`config.mk`:
```
export PLATFORM = sky130hd
export DESIGN_NAME = s3g_rx_flat
export DESIGN_NICKNAME = d
export VERILOG_FILES = /design/src/rtl/s3g_pkg.sv /design/src/rtl/s3g_rx_if.sv /design/src/rtl/s3g_rx.sv /design/src/flat_wrapper.sv
export SDC_FILE = /design/constraint.sdc
export NUM_CORES = 1
export LEC_CHECK = 0
export CAP_MARGIN = 25
export CORE_UTILIZATION = 39
export DETAILED_ROUTE_END_ITERATION = 8
export GPL_TIMING_DRIVEN = 0
export PLACE_DENSITY = 0.57
export SETUP_SLACK_MARGIN = 0.3
export SLEW_MARGIN = 10
export SYNTH_ARGS = -nofsm -noshare
export SYNTH_HDL_FRONTEND = slang
export SYNTH_SLANG_ARGS = --single-unit
```
`constraint.sdc`:
```
create_clock -name clk -period 3.24 [get_ports clk]
set_input_delay 0.81 -clock clk [delete_from_list [all_inputs] [get_ports clk]]
set_output_delay 0.81 -clock clk [all_outputs]
set_load 0.02 [all_outputs]
```
`src/rtl/s3g_pkg.sv`:
```
// Shared S3G protocol definitions: framing constants, parser states and CRC-8.
// Used by both the packet receiver and the packet transmitter.
package s3g_pkg;

    localparam logic [7:0] S3G_START       = 8'hD5;
    localparam int         S3G_MAX_PAYLOAD = 15;

    typedef enum logic [1:0] {
        S_IDLE,
        S_LEN,
        S_DATA,
        S_CRC
    } s3g_state_t;

    // CRC-8, polynomial x^8+x^2+x+1, MSB first, one byte per call.
    function automatic logic [7:0] nextCRC8_D8(
        input logic [7:0] data,
        input logic [7:0] crc
    );
        logic [7:0] c;
        c = crc ^ data;
        for (int i = 0; i < 8; i++) begin
            if (c[7]) c = {c[6:0], 1'b0} ^ 8'h07;
            else      c = {c[6:0], 1'b0};
        end
        return c;
    endfunction

endpackage

```
`src/rtl/s3g_rx_if.sv`:
```
// Byte-stream input, consumer handshake and held-packet outputs of s3g_rx.
// The slave modport is the receiver; master is the byte source / consumer side.
interface s3g_rx_if;

    logic [7:0] rx_data;
    logic       rx_wr;
    logic       packet_ack;
    logic       packet_ready;
    logic [7:0] payload_len;
    logic [7:0] buf0;
    logic [7:0] buf1;
    logic [7:0] buf2;
    logic [7:0] buf3;
    logic [7:0] buf4;
    logic [7:0] buf5;
    logic [7:0] buf6;
    logic [7:0] buf7;
    logic [7:0] buf8;
    logic [7:0] buf9;
    logic [7:0] buf10;
    logic [7:0] buf11;
    logic [7:0] buf12;
    logic [7:0] buf13;
    logic [7:0] buf14;
    logic [7:0] buf15;
    logic       busy;
    logic       crc_error;
    logic       len_error;
    logic       overrun;
    logic       timeout;

    modport slave (
        input  rx_data, rx_wr, packet_ack,
        output packet_ready, payload_len,
        output buf0, buf1, buf2, buf3, buf4, buf5, buf6, buf7,
        output buf8, buf9, buf10, buf11, buf12, buf13, buf14, buf15,
        output busy, crc_error, len_error, overrun, timeout
    );

    modport master (
        output rx_data, rx_wr, packet_ack,
        input  packet_ready, payload_len,
        input  buf0, buf1, buf2, buf3, buf4, buf5, buf6, buf7,
        input  buf8, buf9, buf10, buf11, buf12, buf13, buf14, buf15,
        input  busy, crc_error, len_error, overrun, timeout
    );

endinterface

```
`src/rtl/s3g_rx.sv`:
```
// S3G packet receiver: frames D5/len/payload/CRC-8 and holds the last good payload.
// Define S3G_RX_TIMEOUT_EN to build the inter-byte timeout counter.
module s3g_rx
    import s3g_pkg::*;
#(
    parameter int unsigned TIMEOUT_CYCLES = 100000
) (
    input  logic       clk,
    input  logic       rst,
    s3g_rx_if.slave    bus
);

    s3g_state_t state, state_d;

    logic [3:0] len_q;
    logic [3:0] cnt;
    logic [7:0] crc;
    logic [7:0] work [16];
    logic [7:0] obuf [16];
    logic [7:0] out_len;
    logic       ready_q;
    logic       crc_err_q, len_err_q, ovr_q;

    logic       start_len, take_data, accept;
    logic       crc_err_d, len_err_d, ovr_d;
    logic       expire;
    logic       busy;

    assign busy = (state != S_IDLE);

    always_ff @(posedge clk) begin
        if (rst) state <= S_IDLE;
        else     state <= state_d;
    end

    always_comb begin
        state_d   = state;
        start_len = 1'b0;
        take_data = 1'b0;
        accept    = 1'b0;
        crc_err_d = 1'b0;
        len_err_d = 1'b0;
        ovr_d     = 1'b0;
        if (bus.rx_wr) begin
            unique case (state)
                S_IDLE: begin
                    if (bus.rx_data == S3G_START) state_d = S_LEN;
                end
                S_LEN: begin
                    if (bus.rx_data > 8'(S3G_MAX_PAYLOAD)) begin
                        len_err_d = 1'b1;
                        state_d   = S_IDLE;
                    end else begin
                        start_len = 1'b1;
                        state_d   = (bus.rx_data == 8'd0) ? S_CRC : S_DATA;
                    end
                end
                S_DATA: begin
                    take_data = 1'b1;
                    if (cnt == len_q - 4'd1) state_d = S_CRC;
                end
                S_CRC: begin
                    state_d = S_IDLE;
                    if (bus.rx_data != crc)                 crc_err_d = 1'b1;
                    else if (!ready_q || bus.packet_ack)    accept    = 1'b1;
                    else                                    ovr_d     = 1'b1;
                end
                default: state_d = S_IDLE;
            endcase
        end else if (expire) begin
            state_d = S_IDLE;
        end
    end

    always_ff @(posedge clk) begin
        if (rst) begin
            len_q     <= 4'd0;
            cnt       <= 4'd0;
            crc       <= 8'd0;
            work      <= '{default: 8'h00};
            obuf      <= '{default: 8'h00};
            out_len   <= 8'd0;
            ready_q   <= 1'b0;
            crc_err_q <= 1'b0;
            len_err_q <= 1'b0;
            ovr_q     <= 1'b0;
        end else begin
            crc_err_q <= crc_err_d;
            len_err_q <= len_err_d;
            ovr_q     <= ovr_d;
            if (start_len) begin
                len_q <= bus.rx_data[3:0];
                cnt   <= 4'd0;
                crc   <= 8'd0;
                work  <= '{default: 8'h00};
            end
            if (take_data) begin
                work[cnt] <= bus.rx_data;
                crc       <= nextCRC8_D8(bus.rx_data, crc);
                cnt       <= cnt + 4'd1;
            end
            // An ack in the same cycle as a good CRC frees the slot for it.
            if (accept) begin
                obuf    <= work;
                out_len <= {4'd0, len_q};
                ready_q <= 1'b1;
            end else if (bus.packet_ack) begin
                ready_q <= 1'b0;
            end
        end
    end

`ifdef S3G_RX_TIMEOUT_EN
    localparam int TW = $clog2(TIMEOUT_CYCLES + 1);

    logic [TW-1:0] tmr;
    logic          to_q;

    assign expire = busy && (tmr == TW'(TIMEOUT_CYCLES - 1));

    always_ff @(posedge clk) begin
        if (rst) begin
            tmr  <= '0;
            to_q <= 1'b0;
        end else begin
            to_q <= expire && !bus.rx_wr;
            if (bus.rx_wr || !busy || expire) tmr <= '0;
            else                              tmr <= tmr + 1'b1;
        end
    end

    assign bus.timeout = to_q;
`else
    logic unused_cfg;

    assign unused_cfg  = ^TIMEOUT_CYCLES;
    assign expire      = 1'b0;
    assign bus.timeout = 1'b0;
`endif

    assign bus.busy         = busy;
    assign bus.packet_ready = ready_q;
    assign bus.payload_len  = out_len;
    assign bus.crc_error    = crc_err_q;
    assign bus.len_error    = len_err_q;
    assign bus.overrun      = ovr_q;

    assign bus.buf0  = obuf[0];
    assign bus.buf1  = obuf[1];
    assign bus.buf2  = obuf[2];
    assign bus.buf3  = obuf[3];
    assign bus.buf4  = obuf[4];
    assign bus.buf5  = obuf[5];
    assign bus.buf6  = obuf[6];
    assign bus.buf7  = obuf[7];
    assign bus.buf8  = obuf[8];
    assign bus.buf9  = obuf[9];
    assign bus.buf10 = obuf[10];
    assign bus.buf11 = obuf[11];
    assign bus.buf12 = obuf[12];
    assign bus.buf13 = obuf[13];
    assign bus.buf14 = obuf[14];
    assign bus.buf15 = obuf[15];

endmodule

```
`src/flat_wrapper.sv`:
```
// flat-port wrapper written by rule: the top's interface ports become plain ports
module s3g_rx_flat import s3g_pkg::*;
#(
    parameter int unsigned TIMEOUT_CYCLES = 100000
)
  (clk, rst, bus_rx_data, bus_rx_wr, bus_packet_ack, bus_packet_ready, bus_payload_len, bus_buf0, bus_buf1, bus_buf2, bus_buf3, bus_buf4, bus_buf5, bus_buf6, bus_buf7, bus_buf8, bus_buf9, bus_buf10, bus_buf11, bus_buf12, bus_buf13, bus_buf14, bus_buf15, bus_busy, bus_crc_error, bus_len_error, bus_overrun, bus_timeout);
  s3g_rx_if bus_i ();
  input  logic clk;
  input  logic rst;
  input wire logic [$bits(bus_i.rx_data)-1:0] bus_rx_data;
  input wire logic [$bits(bus_i.rx_wr)-1:0] bus_rx_wr;
  input wire logic [$bits(bus_i.packet_ack)-1:0] bus_packet_ack;
  output wire logic [$bits(bus_i.packet_ready)-1:0] bus_packet_ready;
  output wire logic [$bits(bus_i.payload_len)-1:0] bus_payload_len;
  output wire logic [$bits(bus_i.buf0)-1:0] bus_buf0;
  output wire logic [$bits(bus_i.buf1)-1:0] bus_buf1;
  output wire logic [$bits(bus_i.buf2)-1:0] bus_buf2;
  output wire logic [$bits(bus_i.buf3)-1:0] bus_buf3;
  output wire logic [$bits(bus_i.buf4)-1:0] bus_buf4;
  output wire logic [$bits(bus_i.buf5)-1:0] bus_buf5;
  output wire logic [$bits(bus_i.buf6)-1:0] bus_buf6;
  output wire logic [$bits(bus_i.buf7)-1:0] bus_buf7;
  output wire logic [$bits(bus_i.buf8)-1:0] bus_buf8;
  output wire logic [$bits(bus_i.buf9)-1:0] bus_buf9;
  output wire logic [$bits(bus_i.buf10)-1:0] bus_buf10;
  output wire logic [$bits(bus_i.buf11)-1:0] bus_buf11;
  output wire logic [$bits(bus_i.buf12)-1:0] bus_buf12;
  output wire logic [$bits(bus_i.buf13)-1:0] bus_buf13;
  output wire logic [$bits(bus_i.buf14)-1:0] bus_buf14;
  output wire logic [$bits(bus_i.buf15)-1:0] bus_buf15;
  output wire logic [$bits(bus_i.busy)-1:0] bus_busy;
  output wire logic [$bits(bus_i.crc_error)-1:0] bus_crc_error;
  output wire logic [$bits(bus_i.len_error)-1:0] bus_len_error;
  output wire logic [$bits(bus_i.overrun)-1:0] bus_overrun;
  output wire logic [$bits(bus_i.timeout)-1:0] bus_timeout;
  assign bus_i.rx_data = bus_rx_data;
  assign bus_i.rx_wr = bus_rx_wr;
  assign bus_i.packet_ack = bus_packet_ack;
  assign bus_packet_ready = bus_i.packet_ready;
  assign bus_payload_len = bus_i.payload_len;
  assign bus_buf0 = bus_i.buf0;
  assign bus_buf1 = bus_i.buf1;
  assign bus_buf2 = bus_i.buf2;
  assign bus_buf3 = bus_i.buf3;
  assign bus_buf4 = bus_i.buf4;
  assign bus_buf5 = bus_i.buf5;
  assign bus_buf6 = bus_i.buf6;
  assign bus_buf7 = bus_i.buf7;
  assign bus_buf8 = bus_i.buf8;
  assign bus_buf9 = bus_i.buf9;
  assign bus_buf10 = bus_i.buf10;
  assign bus_buf11 = bus_i.buf11;
  assign bus_buf12 = bus_i.buf12;
  assign bus_buf13 = bus_i.buf13;
  assign bus_buf14 = bus_i.buf14;
  assign bus_buf15 = bus_i.buf15;
  assign bus_busy = bus_i.busy;
  assign bus_crc_error = bus_i.crc_error;
  assign bus_len_error = bus_i.len_error;
  assign bus_overrun = bus_i.overrun;
  assign bus_timeout = bus_i.timeout;
  s3g_rx #(.TIMEOUT_CYCLES(TIMEOUT_CYCLES)) u_core (.clk(clk), .rst(rst), .bus(bus_i));
endmodule
```
==> impl_metrics.py, run 1 <==
metrics = {
    "synthesis": {
        "synth_top_family_by_area": "simple AND/OR/NAND/NOR gates",
        "synthXorXnorAreaFrac": 0.0229,
        "synth.area.mux_share": 0.00110,
        "synth_compound_area_frac": 0.169,
        "ys_types": 39,
        "ys_seq_elements": 282,
        "yosys.area_share.adder": 0.00974,
        "syn_area_mm2": 0.0103,
        "syn_area_per_cell_um2": 8.62,
        "yosysWarningCount": 0,
        "synth-simple-area-share": 0.205,
        "netlist_instances": 1193,
        "synth_seq_area_share": 0.549,
    },
    "route": {
        "ant_nets": 0,
        "wl_mm": 29.6,
        "post_drt_wl_per_cell_um": 17.0,
        "dr.pass1.iters": 5,
        "vias": 8790,
        "via_per_inst": 5.07,
        "drc": 0,
        "drt_iter0_markers": 567,
    },
    "critical_path": {
        "required_ps": 2430,
        "crit_family": "buffers and inverters",
        "critical_path_buf_inv_count": 2,
        "start_kind": "flop",
        "critical_path.cell_chain": "buf_2, or2_2, clkdlybuf4s50_1",
        "max_stage_delay_ps": 600,
        "endpoint_kind": "primary output",
        "crit_type": "flop to primary output",
        "crit_slowest_cell": "clkdlybuf4s50_1",
        "cp.arrival_ps": 2010,
        "critPathMaxFanout": 10,
    },
    "clock_network": {
        "clock_path_buffers": 3,
        "numCtsBuffers": 30,
        "clkTransAtPathRegs_ps": 60,
        "clock_latency_ps": 550,
        "ctsRootBufferMaster": "clkbuf_16",
        "cts.sinks": 282,
        "cts.htree.levels": 1,
        "tritoncts": "done",
    },
    "sta": {
        "finalSetupViolations": 0,
        "slew_headroom": 0.338,
        "fmax_ghz": 0.355,
        "skew_ps": 11.4,
        "rsz0062_at_grt": "yes",
        "worst_pin_slew_ps": 984,
        "period_share": 0.869,
        "hold_viol": 0,
        "slew_viol_final": 0,
        "period_minus_slack_ps": 2820,
        "finalSetupTns_ps": 0,
    },
    "final_layout": {
        "final_layout_size_suffix_gt1_frac": 0.0922,
        "n_antenna_cell": 0,
        "final_nets": 1395,
        "area_delta_synth_final_pct": 29.3,
        "finalCoreUtilization": 0.511,
    },
    "floorplan": {
        "core_area_mm2": 0.0260,
        "die_h_um": 164,
        "dieArea_mm2": 0.0270,
        "rows": 59,
        "start_util": 0.396,
        "die_w_um": 164,
        "pin_count": 154,
    },
    "power": {
        "leakagePower_nw": 4.42,
        "intPower_mw": 5.70,
        "p_per_area_mw_per_mm2": 546,
        "pwr-share-seq": 0.478,
        "swShare": 0.215,
        "ir_worst_vdd_v": 0.000329,
        "comb_power_share": 0.028,
        "switching_power_mw": 1.56,
        "pwr-share-clk": 0.494,
    },
    "placed_design": {
        "place_hpwl_mm": 19.9,
        "io_buffers": 144,
        "gp_congestion": 0.823,
    },
    "global_route": {
        "grt_pass1_vias": 8219,
        "grt_pass1_wl_mm": 45.6,
        "antenna_found_initial": 0,
        "grt_max_degree": 15,
        "grt-ovfl-total": 0,
        "track_usage": 0.217,
    },
    "min_path": {
        "hold_path.class": "flop to flop",
    },
    "status": {
        "outcome": "complete, no violations",
    },
    "flow_run": {
        "cap_viol_max_count": 0,
    },
}
-- cells in the mapped netlist, drive strengths merged --
master | instances | area [um^2]
inv | 7 | 26.3
nor2 | 156 | 626
o31ai | 1 | 7.51
xnor2 | 20 | 183
nand4 | 2 | 12.5
and4 | 1 | 8.76
nor3 | 15 | 141
xor2 | 6 | 52.6
a22oi | 128 | 961
nand4b | 3 | 26.3
and2 | 2 | 12.5
nand3 | 12 | 60.1
and3b | 1 | 8.76
ha | 8 | 100
a31oi | 1 | 6.26
buf | 34 | 203
nand3b | 2 | 15.0
o311ai | 1 | 8.76
mux2 | 1 | 11.3
a21oi | 148 | 741
nand2 | 286 | 1070
o21ai | 2 | 10.0
or3 | 1 | 6.26
or4 | 2 | 18.8
or2 | 3 | 18.8
dfxtp | 282 | 5650
clkbuf | 58 | 218
nor4 | 5 | 50.1
nand2b | 4 | 25.0
conb | 1 | 3.75
-- layout make-up --
| cell class | count | area, um^2 |
|---|---|---|
| plain buffers | 92 | 455 |
| clock buffers | 42 | 907 |
| clock inverters | 14 | 150 |
| fillers | 2537 | 12700 |
| inverters | 7 | 26.3 |
| multi-input cells | 816 | 4230 |
| flip-flops and latches | 282 | 5650 |
| well taps | 335 | 419 |
| repair buffers | 146 | 1460 |
-- metal layers --
layer / up-vias / track usage / part of all wire / routed length [um]
met5: - / 0 / 0 / 0
met4: 0 / 0.0535 / 0.020 / 581
met3: 37 / 0.0326 / 0.048 / 1420
met2: 206 / 0.355 / 0.46 / 13500
met1: 4153 / 0.298 / 0.48 / 14100
li1: 4394 / - / - / -
-- kinds of logic after synthesis --
family / count (synthesis)
AND/OR/NAND/NOR: 495
flip-flops: 282
buffers and inverters: 99
other: 1
AO/OA/AOI/OAI: 281
multiplexers: 1
adder cells (fa/ha/maj): 8
XOR/XNOR: 26
-- power by group through the flow --
stage          Clock (mW)  Combinational (mW)  Sequential, mW
2_1_floorplan           0               0.118            3.54
3_3_place_gp            0               0.200            3.54
3_5_place_dp            0               0.197            3.54
4_1_cts              3.65               0.203            3.47
5_1_grt              3.81               0.216            3.46
6_report             3.59               0.202            3.47
-- flip-flops by register name (all words and copies together), names as in the netlist, 8 cells and up, named ones only --
register / count
u_core.bus.buf15: 8
u_core.bus.buf8: 8
u_core.bus.buf6: 8
u_core.bus.buf11: 8
u_core.bus.buf10: 8
u_core.bus.buf9: 8
u_core.crc: 8
u_core.bus.buf12: 8
u_core.bus.buf13: 8
u_core.bus.buf5: 8
u_core.bus.buf2: 8
u_core.bus.buf14: 8
u_core.bus.buf7: 8
u_core.bus.buf1: 8
u_core.bus.buf4: 8
u_core.work: 128
u_core.bus.buf3: 8
u_core.bus.buf0: 8
-- worst min-delay path: cells and delay by family (launching register included) --
family             cells  cell delay (ps)
DFF                    1              310
and+or+nand+nor        1               50
AOI/OAI and AO/OA      1               50
-- placed cells by master (no fill, tap or decap), drive strengths merged, types with 4 or more instances in the layout --
| cell type | instances |
|---|---|
| a21oi | 148 |
| a22oi | 128 |
| buf | 32 |
| clkbuf | 104 |
| clkdlybuf4s50 | 144 |
| clkinv | 9 |
| conb | 5 |
| dfxtp | 282 |
| ha | 8 |
| inv | 7 |
| nand2 | 286 |
| nand2b | 4 |
| nand3 | 12 |
| nor2 | 156 |
| nor3 | 15 |
| nor4 | 5 |
| xnor2 | 20 |
| xor2 | 6 |
-- worst paths after layout --
check | start | to | slack, ps | cells after the start
max reg2reg | u_core.crc[6] | u_core.bus.buf8[0] | 870 | 10
min reg2reg | u_core.work[1] | u_core.bus.buf15[1] | 450 | 2
max | flop | bus_busy | 420 | 3
min | u_core.work[1] | u_core.bus.buf15[1] | 450 | 2
-- per-stage QoR --
| stage | power, mW | worst slack [ps] | cell area (um^2) | hold slack [ps] | std cells |
|---|---|---|---|---|---|
| after detailed placement | 3.74 | -1110 | 12200 | 447 | 1676 |
| final | 7.26 | 424 | 13300 | 451 | 1734 |
| after global placement | 3.74 | -1120 | 12200 | 442 | 1676 |
| after CTS | 7.32 | 298 | 13300 | 456 | 1733 |
| after global routing | 7.49 | 296 | 13300 | 469 | 1734 |
| after floorplan | 3.66 | 515 | 10300 | 432 | 1197 |
-- timing repair --
item                       CTS  global route
resized for setup           11             6
pin swaps                    1             1
hold buffers                 0             0
buffers inserted             1             1
setup endpoints to repair  132           130
cloned                       0             0
Power figures use the tool's default switching activity.
==> run 2: changes to the inputs <==
Settings changed: ABC_CLOCK_PERIOD_IN_PS set to 3240, CTS_CLUSTER_DIAMETER set to 80.
==> results of run 2 <==
No change in the layout: final DEF, timing and power equal those of run 1.
==> run 3: changes to the inputs <==
--- a/config.mk
+++ b/config.mk
@@ -8,4 +8,5 @@
 export ABC_CLOCK_PERIOD_IN_PS = 3240
 export CAP_MARGIN = 25
+export CORE_MARGIN = 2
 export CORE_UTILIZATION = 39
 export CTS_CLUSTER_DIAMETER = 80
==> constraint.sdc (replaced) <==
create_clock -name clk -period 3.24 [get_ports clk]
set_input_delay 0.81 -clock clk [delete_from_list [all_inputs] [get_ports clk]]
set_output_delay 0.81 -clock clk [all_outputs]
set_load 0.01 [all_outputs]
==> run 3 against run 2 <==
Clock skew increased by 11 ps. Clock-buffer cell count grew 2. Critical path depth is 9 higher. Via count down 0.14%. Setup slack got worse by 6.0 ps.
==> impl_metrics.py, run 3 (synthesis gave the netlist of run 1 again) <==
metrics = {
    "clock_network": {
        "ctsHoldBuffers": 0,
        "clock_path_buffers": 3,
        "numCtsBuffers": 29,
        "cts.sinks": 282,
        "cts.htree.levels": 1,
        "ctsRootBufferMaster": "clkbuf_16",
        "clock_latency_ps": 550,
        "tritoncts": "done",
        "clkTransAtPathRegs_ps": 60,
    },
    "floorplan": {
        "rows": 59,
        "core_area_mm2": 0.0260,
        "pin_count": 154,
        "dieArea_mm2": 0.0277,
        "die_w_um": 166,
        "start_util": 0.396,
        "die_h_um": 166,
    },
    "min_path": {
        "hold_path.class": "flop to flop",
        "holdPathStages": 2,
        "hold_path_end": "u_core.bus.buf7[1]",
        "min-delay-start": "u_core.work[65]",
    },
    "global_route": {
        "grt_use_met2": 0.335,
        "grt_use_met1": 0.293,
        "top_usage_layer": "met2",
        "grt_pass1_vias": 8399,
        "grt_max_degree": 15,
        "antenna_found_initial": 0,
        "grt_pass1_wl_mm": 46.8,
        "grt-ovfl-total": 0,
        "track_usage": 0.208,
        "grtUsageMet3": 0.0386,
    },
    "final_layout": {
        "ff_latch_area_mm2": 0.00565,
        "top_register": "u_core.work",
        "final.fill_count": 2529,
        "final_layout_size_suffix_gt1_frac": 0.0854,
        "final_cell_mix": "nand2_1, dfxtp_1, a21oi_1",
        "final_common_cell": "nand2_1",
        "n_antenna_cell": 0,
        "final_nets": 1393,
        "multi_input_area_mm2": 0.00423,
        "largest_register_ffs": 128,
        "area_delta_synth_final_pct": 27.7,
    },
    "sta": {
        "period_minus_slack_ps": 2820,
        "slew_viol_final": 0,
        "finalSetupViolations": 0,
        "worst_pin_slew_ps": 978,
        "hold_viol": 0,
        "hold_ws_ps": 451,
        "finalSetupTns_ps": 0,
        "skew_ps": 22.1,
        "period_share": 0.871,
        "rsz0062_at_grt": "no",
        "slew_headroom": 0.343,
        "fmax_ghz": 0.354,
    },
    "route": {
        "drc": 0,
        "vias": 8778,
        "ant_nets": 0,
        "drt_iter0_markers": 599,
        "dr.pass1.iters": 4,
        "wl_mm": 29.7,
        "post_drt_wl_per_cell_um": 17.2,
        "via_per_inst": 5.08,
    },
    "power": {
        "p_per_area_mw_per_mm2": 522,
        "leakagePower_nw": 4.34,
        "ir_worst_vdd_v": 0.000333,
    },
    "critical_path": {
        "required_ps": 3710,
        "r2r_cells": 10,
        "critical_path.cell_chain": "clkdlybuf4s50_1, buf_8, xnor2_4, ha_1, nand3_1, nor3_4, and4_1, buf_4, buf_6, buf_2, nand2_1, a21oi_1",
        "crit_start": "bus_rx_data[3]",
        "critPathMaxFanout": 10,
        "crit_slowest_cell": "clkdlybuf4s50_1",
        "max_stage_delay_ps": 550,
        "start_kind": "primary input",
        "endpoint_kind": "flop",
        "r2r-start": "u_core.crc[6]",
        "cp.arrival_ps": 3290,
        "r2r_end": "u_core.bus.buf15[7]",
        "reg2reg_slack_ps": 840,
        "crit_type": "primary input to flop",
    },
    "placed_design": {
        "gp_congestion": 0.837,
        "io_buffers": 144,
        "place_hpwl_mm": 20.0,
    },
    "flow_run": {
        "cap_viol_max_count": 0,
    },
    "status": {
        "outcome": "complete, no violations",
    },
}
-- run 3: cell types whose count changed in the layout (fill, tap and decap cells not counted) --
cell / before / now
buf_8: 0 / 1
clkinv_2: 9 / 7
clkinvlp_4: 2 / 0
bufinv_16: 3 / 0
clkbuf_16: 31 / 29
buf_2: 16 / 19
clkbuf_8: 10 / 8
clkbuf_4: 4 / 1
clkbuf_1: 58 / 63
buf_4: 11 / 10
inv_6: 0 / 1
-- run 3: routing by layer --
metal,wire [um],share of wire
met5,0,0
met4,406,0.014
met3,1710,0.058
met2,13500,0.45
met1,14100,0.47
-- run 3: layout make-up --
class	instances	area share
well taps	335	0.0319
repair buffers	145	0.110
plain buffers	92	0.0342
clock inverters	8	0.00334
inverters	7	0.00200
multi-input cells	816	0.322
clock buffers	44	0.0657
flip-flops and latches	282	0.430
-- run 3: how the worst max path moves through the flow --
| stage | end | depth (start not counted) |
|---|---|---|
| after floorplan | u_core.bus.payload_len[0] | 11 |
| after global placement | u_core.bus.buf12[5] | 11 |
| after detailed placement | u_core.bus.buf12[4] | 11 |
| after CTS | u_core.bus.buf15[7] | 12 |
| after global routing | u_core.bus.buf14[4] | 12 |
| final | u_core.bus.buf15[7] | 12 |
-- run 3: per-stage QoR --
stage / setup WS [ps] / cells / area (um^2) / utilization / power (mW)
after floorplan: 515 / 1197 / 10300 / - / 3.66
after global placement: -1120 / 1676 / 12200 / 0.468 / 3.74
after detailed placement: -1090 / 1676 / 12200 / 0.468 / 3.74
after CTS: 349 / 1729 / 13100 / 0.505 / 6.91
after global routing: 316 / 1729 / 13100 / 0.505 / 7.06
final: 418 / 1729 / 13100 / 0.505 / 6.85
-- run 3: critical path, delay by kind of cell --
| family | cells | cell delay [ps] |
|---|---|---|
| buf+inv | 5 | 1390 |
| simple gates | 4 | 620 |
| fa+ha+maj | 1 | 180 |
| xor+xnor | 1 | 150 |
| compound gates | 1 | 120 |
-- run 3: timing repair --
| item | in CTS | in global routing |
|---|---|---|
| setup buffers | 1 | 0 |
| endpoints found under the setup margin | 132 | 100 |
| gates resized for setup | 11 | 4 |
| pin swaps | 1 | 1 |
-- run 3: power breakdown --
group | internal [mW] | total [mW] | leakage, nW | switching (mW)
Combinational | 0.0499 | 0.200 | 1.62 | 0.150
Clock | 1.82 | 3.18 | 0.455 | 1.36
Sequential | 3.47 | 3.47 | 2.27 | 0.0000631
Total | 5.34 | 6.85 | 4.34 | 1.51
